==> config.mk <==
export PLATFORM = sky130hd
export DESIGN_NAME = uart_tx_arbiter_flat
export DESIGN_NICKNAME = d
export VERILOG_FILES = /design/src/rtl/uart_tx_arbiter_if.sv /design/src/rtl/uart_tx_arbiter.sv /design/src/flat_wrapper.sv
export SDC_FILE = /design/constraint.sdc
export NUM_CORES = 1
export LEC_CHECK = 0
export ABC_AREA = 0
export BUFFER_PORTS_ARGS = -buffer_cell sky130_fd_sc_hd__buf_4
export CAP_MARGIN = 10
export CORE_ASPECT_RATIO = 2
export CORE_UTILIZATION = 30
export CTS_CLUSTER_DIAMETER = 50
export DETAILED_ROUTE_END_ITERATION = 10
export PLACE_DENSITY = 0.55
export SLEW_MARGIN = 20
export SYNTH_ARGS = -nofsm -noshare
export SYNTH_HDL_FRONTEND = slang
export SYNTH_SLANG_ARGS = --single-unit
==> constraint.sdc <==
create_clock -name clk -period 3.5 [get_ports clk]
set_clock_uncertainty 0.2 [all_clocks]
set_input_delay 0.35 -clock clk [delete_from_list [all_inputs] [get_ports clk]]
set_output_delay 0.35 -clock clk [all_outputs]
set_load 0.005 [all_outputs]
==> src/rtl/uart_tx_arbiter_if.sv <==
// Handshake bundle between requesters, the round-robin arbiter and the shared UART transmitter.
// The master modport is the client/transmitter side; the slave modport is the arbiter.
interface uart_tx_arbiter_if #(
    parameter int NREQ  = 4,
    parameter int dBits = 8
);
    localparam int GW = (NREQ > 1) ? $clog2(NREQ) : 1;

    logic [NREQ-1:0]       reqValid;
    logic [NREQ*dBits-1:0] reqData;
    logic [NREQ-1:0]       reqReady;
    logic                  txStart;
    logic [dBits-1:0]      txData;
    logic                  txDone;
    logic                  busy;
    logic [GW-1:0]         grantId;
    logic                  timeoutErr;

    modport master (
        output reqValid, reqData, txDone,
        input  reqReady, txStart, txData, busy, grantId, timeoutErr
    );

    modport slave (
        input  reqValid, reqData, txDone,
        output reqReady, txStart, txData, busy, grantId, timeoutErr
    );
endinterface

==> src/rtl/uart_tx_arbiter.sv <==
// Round-robin arbiter sharing one UART transmitter among NREQ requesters, with a
// watchdog that abandons a frame whose txDone never arrives. All outputs are registered.
module uart_tx_arbiter #(
    parameter int NREQ    = 4,
    parameter int dBits   = 8,
    parameter int TIMEOUT = 0
) (
    input  logic             clk,
    input  logic             reset,
    uart_tx_arbiter_if.slave bus
);
    localparam int GW = (NREQ > 1) ? $clog2(NREQ) : 1;

    typedef enum logic [1:0] {
        IDLE  = 2'd0,
        START = 2'd1,
        WAIT  = 2'd2
    } state_t;

    state_t            state_q, state_d;
    logic [NREQ-1:0]   req_ready_q, req_ready_d;
    logic              tx_start_q, tx_start_d;
    logic [dBits-1:0]  tx_data_q, tx_data_d;
    logic              busy_q, busy_d;
    logic [GW-1:0]     grant_q, grant_d;
    logic              timeout_err_q, timeout_err_d;
    logic [31:0]       timer_q, timer_d;

    logic              found;
    logic [GW-1:0]     winner;
    logic [GW-1:0]     idx_w;
    int                idx;
    logic              timeout_hit;

    // Search starts one past the last grant, so the pointer only moves when a grant is made.
    always_comb begin
        found  = 1'b0;
        winner = grant_q;
        idx    = 0;
        idx_w  = '0;
        for (int k = 1; k <= NREQ; k++) begin
            idx   = (int'(grant_q) + k) % NREQ;
            idx_w = GW'(idx);
            if (!found && bus.reqValid[idx_w]) begin
                found  = 1'b1;
                winner = idx_w;
            end
        end
    end

    assign timeout_hit = (TIMEOUT != 0) && (timer_q == 32'(TIMEOUT - 1));

    always_ff @(posedge clk) begin
        // NOTE: every register here uses <= so all of them update from the same pre-edge values.
        if (reset) begin
            state_q       <= IDLE;
            req_ready_q   <= '0;
            tx_start_q    <= 1'b0;
            tx_data_q     <= '0;
            busy_q        <= 1'b0;
            grant_q       <= GW'(NREQ - 1);
            timeout_err_q <= 1'b0;
            timer_q       <= '0;
        end else begin
            state_q       <= state_d;
            req_ready_q   <= req_ready_d;
            tx_start_q    <= tx_start_d;
            tx_data_q     <= tx_data_d;
            busy_q        <= busy_d;
            grant_q       <= grant_d;
            timeout_err_q <= timeout_err_d;
            timer_q       <= timer_d;
        end
    end

    always_comb begin
        // NOTE: default first so no path through the case leaves state_d unassigned (no latch).
        state_d = state_q;
        case (state_q)
            IDLE:    if (found) state_d = START;
            START:   state_d = WAIT;
            WAIT:    if (bus.txDone || timeout_hit) state_d = IDLE;
            default: state_d = IDLE;
        endcase
    end

    // Computes next values for the output registers; txDone outranks the watchdog in WAIT.
    always_comb begin
        req_ready_d   = '0;
        tx_start_d    = 1'b0;
        tx_data_d     = tx_data_q;
        busy_d        = (state_d != IDLE);
        grant_d       = grant_q;
        timeout_err_d = 1'b0;
        timer_d       = '0;
        if (state_q == IDLE && found) begin
            req_ready_d[winner] = 1'b1;
            tx_start_d          = 1'b1;
            tx_data_d           = dBits'(bus.reqData >> (int'(winner) * dBits));
            grant_d             = winner;
        end
        if (state_q == WAIT && !bus.txDone) begin
            if (timeout_hit) timeout_err_d = 1'b1;
            else             timer_d       = timer_q + 32'd1;
        end
    end

    assign bus.reqReady   = req_ready_q;
    assign bus.txStart    = tx_start_q;
    assign bus.txData     = tx_data_q;
    assign bus.busy       = busy_q;
    assign bus.grantId    = grant_q;
    assign bus.timeoutErr = timeout_err_q;
endmodule
==> src/flat_wrapper.sv <==
// flat-port wrapper written by rule: the top's interface ports become plain ports
module uart_tx_arbiter_flat 
#(
    parameter int NREQ    = 4,
    parameter int dBits   = 8,
    parameter int TIMEOUT = 0
)
  (clk, reset, bus_reqValid, bus_reqData, bus_txDone, bus_reqReady, bus_txStart, bus_txData, bus_busy, bus_grantId, bus_timeoutErr);
  uart_tx_arbiter_if #(.NREQ(NREQ), .dBits(dBits)) bus_i ();
  input  logic clk;
  input  logic reset;
  input wire logic [$bits(bus_i.reqValid)-1:0] bus_reqValid;
  input wire logic [$bits(bus_i.reqData)-1:0] bus_reqData;
  input wire logic [$bits(bus_i.txDone)-1:0] bus_txDone;
  output wire logic [$bits(bus_i.reqReady)-1:0] bus_reqReady;
  output wire logic [$bits(bus_i.txStart)-1:0] bus_txStart;
  output wire logic [$bits(bus_i.txData)-1:0] bus_txData;
  output wire logic [$bits(bus_i.busy)-1:0] bus_busy;
  output wire logic [$bits(bus_i.grantId)-1:0] bus_grantId;
  output wire logic [$bits(bus_i.timeoutErr)-1:0] bus_timeoutErr;
  assign bus_i.reqValid = bus_reqValid;
  assign bus_i.reqData = bus_reqData;
  assign bus_i.txDone = bus_txDone;
  assign bus_reqReady = bus_i.reqReady;
  assign bus_txStart = bus_i.txStart;
  assign bus_txData = bus_i.txData;
  assign bus_busy = bus_i.busy;
  assign bus_grantId = bus_i.grantId;
  assign bus_timeoutErr = bus_i.timeoutErr;
  uart_tx_arbiter #(.NREQ(NREQ), .dBits(dBits), .TIMEOUT(TIMEOUT)) u_core (.clk(clk), .reset(reset), .bus(bus_i));
endmodule
# After elaboration in Yosys (flattened, before gate mapping)
# Index checks and enable logic that the tools add are counted.
[word_totals]
register_bits = 18
word_cells = 53
[op_classes]
magnitude_cmp = 6
muxes = 22
n_eq_ne = 2
bitwise = 1
n_addsub = 4
reduce_logical = 11
n_shift = 1
[ops]
columns = ["cell", "count"]
rows = [
  ["$shr 32x5->8", 1],
  ["$lt 2x3->1 const B", 5],
  ["$mux 2", 6],
  ["$mux 1", 10],
  ["$bmux 1 s2", 4],
  ["$pmux 2 s3", 1],
  ["$logic_and 1x1->1", 5],
  ["$add 2x1->2 const B", 2],
  ["$add 2x2->2 const B", 2],
  ["$logic_not 1->1", 3],
  ["$demux 1 s2", 1],
  ["$eq 2x1->1 const B", 1],
  ["$eq 2x2->1 const B", 1],
  ["$ge 2x1->1 const B", 1],
  ["$logic_not 2->1", 1],
  ["$reduce_bool 2->1", 1],
  ["$reduce_or 2->1", 1],
  ["$not 1->1", 1],
]

# Logic depth before layout (Yosys ltp)
# Gate-level depths: netlist of run 1.
[logic_depth]
ltp_word = 17
depth_mapped = 7
depth_no_buf = 5

# Least setup slack after synthesis of run 1
# OpenSTA, ideal clock, no wires.
[synth_timing]
path_type = "input to register"
start = "in bus_reqValid[3]"
end = "reg u_core.tx_data_q[2] (netlist: u_core.bus.txData[2])"
required_time_ns = 3.158
n_path_buf = 1
stages = 4
setup_time_ns = 0.142
arrival_time_ns = 1.462
setup_slack_ns = 1.696
cell_sequence = "or4_1 nand3b_1 buf_2 o311ai_1"
[synth_via]
elab_chain_len = 13
word_cells_on_any_way = 24
[synth_rtl]
columns = ["item", "line", "text"]
rows = [
  ["start: declaration", "flat_wrapper.sv:12", "input wire logic [$bits(bus_i.reqValid)-1:0] bus_reqValid;"],
  ["$bmux 1 s2", "uart_tx_arbiter.sv:44", "if (!found && bus.reqValid[idx_w]) begin"],
  ["$mux 1 (not written as such)", "uart_tx_arbiter.sv:44", ""],
  ["$mux 1", "uart_tx_arbiter.sv:44", ""],
  ["$logic_not 1->1", "uart_tx_arbiter.sv:44", ""],
  ["$logic_and 1x1->1", "uart_tx_arbiter.sv:44", ""],
  ["$mux 1", "uart_tx_arbiter.sv:44", ""],
  ["$logic_not 1->1", "uart_tx_arbiter.sv:44", ""],
  ["$logic_and 1x1->1", "uart_tx_arbiter.sv:44", ""],
  ["$mux 1", "uart_tx_arbiter.sv:44", ""],
  ["$logic_not 1->1", "uart_tx_arbiter.sv:44", ""],
  ["$logic_and 1x1->1", "uart_tx_arbiter.sv:44", ""],
  ["$mux 2 / $mux 1 (equally long branches)", "uart_tx_arbiter.sv:44", ""],
  ["$shr 32x5->8 / $logic_and 1x1->1 (equally long branches)", "uart_tx_arbiter.sv:99, uart_tx_arbiter.sv:96", ""],
  ["end signal: assignment", "uart_tx_arbiter.sv:68", "tx_data_q <= tx_data_d;"],
  ["end: declaration", "uart_tx_arbiter.sv:23", "logic [dBits-1:0] tx_data_q, tx_data_d;"],
]
# Parallel ways exist; a longest one is shown, timed or not. The select of a mux whose other input is x is not followed.
# A chain may end at the register's enable or synchronous reset.

# Final worst setup path of run 1
[layout_timing]
start = "reg u_core.grant_q[1] (netlist: u_core.bus.grantId[1])"
end = "reg u_core.tx_data_q[5] (netlist: u_core.bus.txData[5])"
[layout_via]
elab_chain_len = 14
word_cells_on_any_way = 28
[layout_rtl]
columns = ["item", "line", "text"]
rows = [
  ["start: declaration", "uart_tx_arbiter.sv:25", "logic [GW-1:0] grant_q, grant_d;"],
  ["start signal: assignment", "uart_tx_arbiter.sv:61", "grant_q <= GW'(NREQ - 1);"],
  ["start signal: assignment", "uart_tx_arbiter.sv:70", "grant_q <= grant_d;"],
  ["$add 2x1->2", "uart_tx_arbiter.sv:42", "idx = (int'(grant_q) + k) % NREQ;"],
  ["$bmux 1 s2", "uart_tx_arbiter.sv:44", ""],
  ["$mux 1 (not written as such)", "uart_tx_arbiter.sv:44", ""],
  ["$mux 1", "uart_tx_arbiter.sv:44", ""],
  ["$logic_not 1->1", "uart_tx_arbiter.sv:44", ""],
  ["$logic_and 1x1->1", "uart_tx_arbiter.sv:44", ""],
  ["$mux 1", "uart_tx_arbiter.sv:44", ""],
  ["$logic_not 1->1", "uart_tx_arbiter.sv:44", ""],
  ["$logic_and 1x1->1", "uart_tx_arbiter.sv:44", ""],
  ["$mux 1", "uart_tx_arbiter.sv:44", ""],
  ["$logic_not 1->1", "uart_tx_arbiter.sv:44", ""],
  ["$logic_and 1x1->1", "uart_tx_arbiter.sv:44", ""],
  ["$mux 2 / $mux 1 (equally long branches)", "uart_tx_arbiter.sv:44", ""],
  ["$shr 32x5->8 / $logic_and 1x1->1 (equally long branches)", "uart_tx_arbiter.sv:99, uart_tx_arbiter.sv:96", ""],
]
# Parallel ways exist; a longest one is shown, timed or not. The select of a mux whose other input is x is not followed.

==> results of run 1 <==
where the power goes:
part | switching (mW) | total [mW] | internal [mW]
Combinational | 0.108 | 0.232 | 0.124
Sequential | 0.0218 | 0.260 | 0.238
Clock | 0.0677 | 0.168 | 0.0999
Total | 0.198 | 0.659 | 0.462
through the flow:
stage / hold WS (ns) / instances / setup slack [ns] / instance area, um2
final: 0.0932 / 194 / 1.33 / 1480
after global routing: 0.103 / 194 / 1.08 / 1480
after CTS: 0.0931 / 194 / 1.30 / 1480
after detailed placement: 0.267 / 190 / 1.17 / 1430
after global placement: 0.256 / 190 / 1.24 / 1430
after floorplan: 0.222 / 109 / 1.70 / 1020
flip-flops by register name, summed over array words and instances, names as in the netlist:
register,count
u_core.state_q,2
u_core.bus.busy,1
u_core.bus.txData,8
u_core.bus.reqReady,4
u_core.bus.txStart,1
u_core.bus.grantId,2
cells in the mapped netlist (all sizes together), types with 2 or more instances:
library cell / n
dfxtp: 18
nand2: 10
o21ai: 10
mux2i: 9
and4: 8
o311ai: 8
o31a: 8
buf: 4
nand2b: 4
nor2: 4
nor3: 4
a21oi: 3
inv: 3
a211o: 2
a21o: 2
nor4: 2
worst register-to-register path, delay by kind of cell, from the launching register on:
kind	cells	cell delay, ns
AO/OA/AOI/OAI	2	0.40
multiplexers	1	0.21
flip-flops	1	0.48
AND/OR/NAND/NOR	2	0.78
path summary, 6_finish.rpt:
path,depth (start not counted),slack [ns],from,endpoint
setup / recovery,5,1.33,u_core.bus.grantId[1]$_SDFFE_PP1P_,u_core.bus.txData[5]$_SDFFE_PP0P_
hold / removal,2,0.09,reset,u_core.state_q[1]$_SDFF_PP0_
setup reg to reg,5,1.33,u_core.bus.grantId[1]$_SDFFE_PP1P_,u_core.bus.txData[5]$_SDFFE_PP0P_
hold reg to reg,2,0.28,u_core.bus.txData[1]$_SDFFE_PP0P_,u_core.bus.txData[1]$_SDFFE_PP0P_
cells in the final DEF, fill, tap and decap left out, types with 6 or more instances in the layout:
cell,n
o21ai_0,6
buf_4,54
and4_1,8
mux2i_1,9
dfxtp_1,18
o311ai_1,8
nand2_1,10
o31a_1,8
cell type report:
cell class                 instances  area (um2)
clock buffer                       4        55.1
fill                             345        1710
inverter                           3        11.3
multi-input combinational         84         613
sequential                        18         360
tap                               31        38.8
timing repair buffer              54         405
cells by family after synthesis:
group | count (synthesis) | share of synthesized area [%]
compound gates | 34 | 24.8
buf+inv | 7 | 4.54
flops | 18 | 35.3
mux | 9 | 8.83
other cells | 1 | 0.368
simple gates | 40 | 26.1
routing by layer:
metal,vias to the layer above,track usage [%],share of wire (%)
met3,7,1.29,4.4
met5,-,0,0
met1,489,18.3,37
li1,527,-,-
met4,0,8.26,2.7
met2,39,29.7,56
==> reports/qor.yml, run 1 <==
grt_pass1_wl_mm: 4.80
routed_via_density: 5.47
critPathBufInv: 0
synth_area_leaders: "dfxtp_1 (35%), mux2i_1 (8.8%), and4_1 (6.9%)"
grt_pass1_vias: 1078
cts_buffer_depth: 2
yosysWarnings: 0
hold_viol: 0
max-vdd-ir-drop_mv: 0.165
cts.clk_slew.worst_paths_ns: 0.07
insertion_delay_ns: 0.25
grt_start_max_net_pins: 15
fin_nets: 203
slowest_stage: "nor3_4"
crit_chain: "nand2b_1 > a21oi_2 > nor3_4 > mux2i_1 > o311ai_1"
drv_slew: 0
cts_made_buffers: 3
cts.htree.levels: 1
grt_usage_pct: 16.5
critPathMaxFanout: 13
seq_area_frac_synth_pct: 35.3
num_rows: 29
status: "completed"
cellLeakagePower_nw: 0.671
synth_top_area_share_pct: 35.3
cts_tree: "done"
drive_gt1_share_pct: 40.5
worstMarginPinSlew_ns: 0.672
maxCapViolations: 0
finalCriticalPeriod_ns: 2.17
drtPass1Iterations: 4
crit_arrival_ns: 2.12
synthArstFlopShare_pct: 0
path_class: "flip-flop to flip-flop"
ys_ff_latch: 18
dieArea_um2: 3650
min_path_type: "input port to flip-flop"
die_w_um: 43.2
wire_per_inst_um: 14.4
postSynthCellCount: 109
critPathMaxStageDelay_ns: 0.59
num_antenna_cells: 0
slew_headroom_pct: 55.1
syn2layout_area_growth_pct: 45.5
rsz0062_at_grt: "no"
overflow: 0
netlist_area_um2: 1020
cts_resized: 0
antenna_left: 0
crit_path_start_kind: "flip-flop"
end_kind: "flip-flop"
dr_total_vias: 1062
final.setup.tns_ns: 0
clock.fmax_mhz: 461
antenna_found_initial: 0
die_h_um: 84.5
design.core.area_um2: 3190
fin_total_pwr_mw: 0.659
synthFlopType: "dfxtp_1"
io_pins: 56
power.density_nw_per_um2: 444
crit_family: "simple AND/OR/NAND/NOR gates"
synth_cell_type_count: 33
cts_hold_buf: 0
finalWirelength_mm: 2.79
synth_edf_count: 0
utilization_pct: 46.5
required_ns: 3.45
route.detailed.drc: 0
initial_utilization_pct: 31.9
period_share_pct: 61.9
synth_top_area_cell: "dfxtp_1"
globalplace.congestion: 0.723
syn-num-nets: 148
clock_sinks: 18
cts-root-buf: "clkbuf_8"
placement.io_buffers: 54
dpl.hpwl_mm: 2.35
setup-violations-final: 0
avgSynthCellArea_um2: 9.36
initialDrtViolationCount: 16
cts_post_setup_buffers_inserted: 0
(Power assumes the default switching activity.)
==> inputs of run 2 (changes only) <==
--- a/config.mk
+++ b/config.mk
@@ -12,7 +12,7 @@
 export CORE_UTILIZATION = 30
 export CTS_CLUSTER_DIAMETER = 50
 export DETAILED_ROUTE_END_ITERATION = 10
-export PLACE_DENSITY = 0.55
+export PLACE_DENSITY = 0.57
 export SLEW_MARGIN = 20
 export SYNTH_ARGS = -nofsm -noshare
 export SYNTH_HDL_FRONTEND = slang
==> constraint.sdc (replaced) <==
create_clock -name clk -period 1.85 [get_ports clk]
set_clock_uncertainty 0.2 [all_clocks]
set_input_delay 0.185 -clock clk [delete_from_list [all_inputs] [get_ports clk]]
set_output_delay 0.185 -clock clk [all_outputs]
set_load 0.005 [all_outputs]
==> run 2 against run 1 <==
Against the previous run:
- register-to-register slack got worse by 1.2 ns
- sequential power increased by 89%
- clock power increased by 91%
- largest cell class unchanged
- critical endpoint is now u_core.bus.txData[0]$_SDFFE_PP0P_
- worst setup slack worse by 1.2 ns
- first-iteration DRC count decreased by 56%
- global-route usage rose by 0.26 points
- cell area up 8.6%
- routed wire length grew 8.1%
- count of clock-buffer cells in the layout unchanged
- non-clock buffer count is 13 higher
- cell count is 6.7% higher
- critical path depth up 2
==> reports/qor.yml, run 2 (synthesized netlist as in run 1, its figures left out) <==
placement.io_buffers: 54
cellLeakagePower_nw: 0.747
critPathMaxStageDelay_ns: 0.54
max-vdd-ir-drop_mv: 0.488
crit_path_start_kind: "input port"
met3_usage_pct: 1.94
dr_total_vias: 1120
grt_pass1_vias: 1121
cts_tree: "done"
finalCriticalPeriod_ns: 1.71
die_h_um: 84.5
grt_start_max_net_pins: 11
placed_area_um2: 1500
antenna_left: 0
num_antenna_cells: 0
setup-violations-final: 0
nFillCells: 312
dieArea_um2: 3650
use_met1_pct: 18.4
antenna_found_initial: 0
fin_nets: 216
syn2layout_area_growth_pct: 58.0
slowest_stage: "dlygate4sd3_1"
design.core.area_um2: 3190
largest_reg_flops: 8
io_pins: 56
routed_via_density: 5.41
stdcell_area_um2: 1610
dpl.hpwl_mm: 2.49
drtPass1Iterations: 4
crit_arrival_ns: 1.66
clock_sinks: 18
cts.clk_slew.worst_paths_ns: 0.07
grt-busiest-layer: "met2"
power.density_nw_per_um2: 824
cts.htree.levels: 1
num_rows: 29
finalWirelength_mm: 3.02
grt_usage_pct: 16.7
overflow: 0
insertion_delay_ns: 0.25
postLayoutSetupSlackWorst_ns: 0.142
drive_gt1_share_pct: 46.6
place_ws_ns: -0.0135
crit_chain: "dlygate4sd3_1 > buf_4 > nand3b_1 > nor4_4 > buf_4 > o21ai_1 > o311ai_1"
cts_buffer_depth: 2
status: "completed"
clock.fmax_mhz: 586
grt_pass1_wl_mm: 4.86
final_cell_mix: "buf_4 (64), dfxtp_1 (16), nand2_1 (10)"
route.detailed.drc: 0
critPathMostFrequentCell: "buf_4"
required_ns: 1.80
die_w_um: 43.2
rsz0062_at_grt: "no"
use_met2_pct: 30.8
initial_utilization_pct: 31.9
end_kind: "flip-flop"
wire_per_inst_um: 14.6
globalplace.congestion: 0.730
initialDrtViolationCount: 7
maxCapViolations: 0
hold_viol: 0
period_share_pct: 92.3
min_path_type: "input port to flip-flop"
cts_made_buffers: 3
path_class: "input port to flip-flop"
critPathMaxFanout: 10
drv_slew: 0
cts-root-buf: "clkbuf_8"
final_common_cell: "buf_4"
## run 2: cell types whose count changed in the layout (fill, tap and decap cells not counted), sizes merged
cell	change
dlygate4sd3	+1
buf	+12
## run 2: repair_timing
action,4_1_cts,5_1_grt
pin swaps,0,2
endpoints found under the setup margin,8,10
setup buffers,0,2
gates resized for setup,1,6
hold endpoints to repair,4,0
hold buffers,1,0
## run 2: final cells by class
| cell class | count | area (um2) | area share [%] |
|---|---|---|---|
| Inverter | 3 | 11.3 | 0.699 |
| Multi-Input combinational cell | 84 | 631 | 39.1 |
| Clock buffer | 4 | 55.1 | 3.42 |
| Tap cell | 31 | 38.8 | 2.41 |
| Timing Repair Buffer | 67 | 513 | 31.8 |
| Sequential cell | 18 | 363 | 22.5 |
## run 2: routing by layer
metal / share of wire [%] / wire length [um] / vias to the layer above
met4: 2.1 / 64 / 0
li1: - / - / 555
met2: 58 / 1740 / 37
met1: 36 / 1080 / 520
met3: 4.2 / 128 / 8
met5: 0 / 0 / -
## run 2: through the flow
| stage | setup TNS [ns] | hold WS (ns) | util (%) | power [mW] | std cells |
|---|---|---|---|---|---|
| finish | 0 | 0.0716 | 50.5 | 1.33 | 207 |
| global route | 0 | 0.0945 | 50.5 | 1.41 | 207 |
| CTS | 0 | 0.0760 | 49.3 | 1.31 | 205 |
| detailed placement | -0.0348 | 0.201 | 47.1 | 0.987 | 200 |
| global placement | 0 | 0.194 | 47.1 | 0.977 | 200 |
| floorplan | 0 | 0.0574 | - | 0.749 | 109 |
## run 2: path summary, 6_finish.rpt
| kind | start | endpoint | slack [ns] | cells past startpoint |
|---|---|---|---|---|
| max | reset | u_core.bus.txData[0]$_SDFFE_PP0P_ | 0.14 | 7 |
| max reg2reg | u_core.bus.grantId[1]$_SDFFE_PP1P_ | u_core.bus.txData[0]$_SDFFE_PP0P_ | 0.15 | 6 |
| min reg2reg | u_core.bus.txData[6]$_SDFFE_PP0P_ | u_core.bus.txData[6]$_SDFFE_PP0P_ | 0.28 | 2 |
| min | bus_reqData[31] | u_core.bus.txData[7]$_SDFFE_PP0P_ | 0.07 | 4 |
## run 2: worst max-delay path: cells and delay by family
family | cells | cell delay, ns
buffers and inverters | 3 | 0.89
and+or+nand+nor | 2 | 0.38
AOI/OAI and AO/OA | 2 | 0.21
## run 2: power by group
group | total, mW | internal, mW | switching [mW]
Sequential | 0.491 | 0.452 | 0.0388
Combinational | 0.517 | 0.289 | 0.228
Clock | 0.321 | 0.189 | 0.132
Total | 1.33 | 0.930 | 0.398
==> inputs of run 3 (changes only) <==
--- a/config.mk
+++ b/config.mk
@@ -13,6 +13,7 @@
 export CTS_CLUSTER_DIAMETER = 50
 export DETAILED_ROUTE_END_ITERATION = 10
 export PLACE_DENSITY = 0.57
+export RECOVER_POWER = 25
 export SLEW_MARGIN = 20
 export SYNTH_ARGS = -nofsm -noshare
 export SYNTH_HDL_FRONTEND = slang
==> run 3 against run 2 <==
Against the previous run:
- die area unchanged
- sequential cell count unchanged
- non-clock buffer count unchanged
- cell count unchanged
- worst setup slack about the same
- register-to-register slack about the same
- count of clock-buffer cells in the layout unchanged
- sequential share of layout area unchanged
- largest power group unchanged
- highest routed layer unchanged
==> reports/qor.yml, run 3 (synthesized netlist as in run 1, its figures left out) <==
antenna_left: 0
final_common_cell: "buf_4"
use_met1_pct: 18.4
nFillCells: 312
dr_total_vias: 1120
finalWirelength_mm: 3.01
status: "completed"
placement.io_buffers: 54
grt_usage_pct: 16.7
drv_slew: 0
clock_sinks: 18
overflow: 0
initialDrtViolationCount: 7
grt_start_max_net_pins: 11
grt_pass1_wl_mm: 4.86
required_ns: 1.80
largest_reg_flops: 8
design.core.area_um2: 3190
cts_buffer_depth: 2
grt_pass1_vias: 1121
maxCapViolations: 0
routed_via_density: 5.41
dieArea_um2: 3650
max-vdd-ir-drop_mv: 0.488
multi_input_area_um2: 631
dpl.hpwl_mm: 2.49
cts-root-buf: "clkbuf_8"
placed_area_um2: 1500
period_share_pct: 92.3
syn2layout_area_growth_pct: 58.0
rsz0062_at_grt: "no"
met3_usage_pct: 1.94
path_class: "input port to flip-flop"
use_met2_pct: 30.8
globalplace.congestion: 0.730
insertion_delay_ns: 0.25
setup-violations-final: 0
finalCriticalPeriod_ns: 1.71
stdcell_area_um2: 1610
clock.fmax_mhz: 585
route.detailed.drc: 0
end_kind: "flip-flop"
min_path_type: "input port to flip-flop"
initial_utilization_pct: 31.9
cts.clk_slew.worst_paths_ns: 0.07
cellLeakagePower_nw: 0.743
die_w_um: 43.2
die_h_um: 84.5
cts_tree: "done"
cts_made_buffers: 3
num_antenna_cells: 0
fin_nets: 216
final.setup.tns_ns: 0
io_pins: 56
critPathMaxFanout: 10
fin_total_pwr_mw: 1.33
drive_gt1_share_pct: 46.6
seq_area_um2: 363
wire_per_inst_um: 14.6
hold_viol: 0
drtPass1Iterations: 4
final_cell_mix: "buf_4 (57), dfxtp_1 (16), nand2_1 (10)"
antenna_found_initial: 0
grt-busiest-layer: "met2"
cts.htree.levels: 1
crit_arrival_ns: 1.66
num_rows: 29
power.density_nw_per_um2: 823
crit_path_start_kind: "input port"
-- run 3: metrics by stage --
stage	hold slack, ns	worst slack (ns)	std cells	utilization [%]
after floorplan	0.0574	0.0973	109	-
after global placement	0.194	0.0762	200	47.1
after detailed placement	0.201	-0.0135	200	47.1
after CTS	0.0760	0.00779	205	49.3
after global routing	0.0945	0.0244	207	50.5
final	0.0716	0.142	207	50.5
-- run 3: layout make-up --
cell class	count	area share, %
Clock buffer	4	3.42
Inverter	3	0.699
Multi-Input combinational cell	84	39.1
Sequential cell	18	22.5
Tap cell	31	2.41
Timing Repair Buffer	67	31.8
-- run 3: repair_timing --
item | in CTS | in global routing
endpoints found under the setup margin | 8 | 10
buffers inserted | 0 | 2
endpoints found under the hold margin | 4 | 0
hold buffers | 1 | 0
resized for setup | 1 | 6
pin swaps | 0 | 2
-- run 3: path summary, 6_finish.rpt --
check | endpoint | slack (ns) | startpoint | cells past startpoint
setup / recovery | u_core.bus.txData[0]$_SDFFE_PP0P_ | 0.14 | reset | 7
setup reg to reg | u_core.bus.txData[0]$_SDFFE_PP0P_ | 0.15 | u_core.bus.grantId[1]$_SDFFE_PP1P_ | 6
hold reg to reg | u_core.bus.txData[6]$_SDFFE_PP0P_ | 0.27 | u_core.bus.txData[6]$_SDFFE_PP0P_ | 2
hold / removal | u_core.bus.txData[7]$_SDFFE_PP0P_ | 0.07 | bus_reqData[31] | 4
-- run 3: report_power, final --
part           switching (mW)  leakage (nW)  total (mW)  internal, mW
combinational           0.228         0.566       0.515         0.287
clock                   0.132        0.0288       0.321         0.189
sequential             0.0384         0.148       0.491         0.452
-- run 3: worst max-delay path: stages --
cell	delay, ns
dlygate4sd3_1	0.54
buf_4	0.16
nand3b_1	0.22
nor4_4	0.16
buf_4	0.19
o21ai_1	0.11
o311ai_1	0.10
-- run 3: metal layers --
layer | wire, um | part of all wire, %
met1 | 1080 | 36
met2 | 1740 | 58
met3 | 125 | 4.1
met4 | 64 | 2.1
met5 | 0 | 0
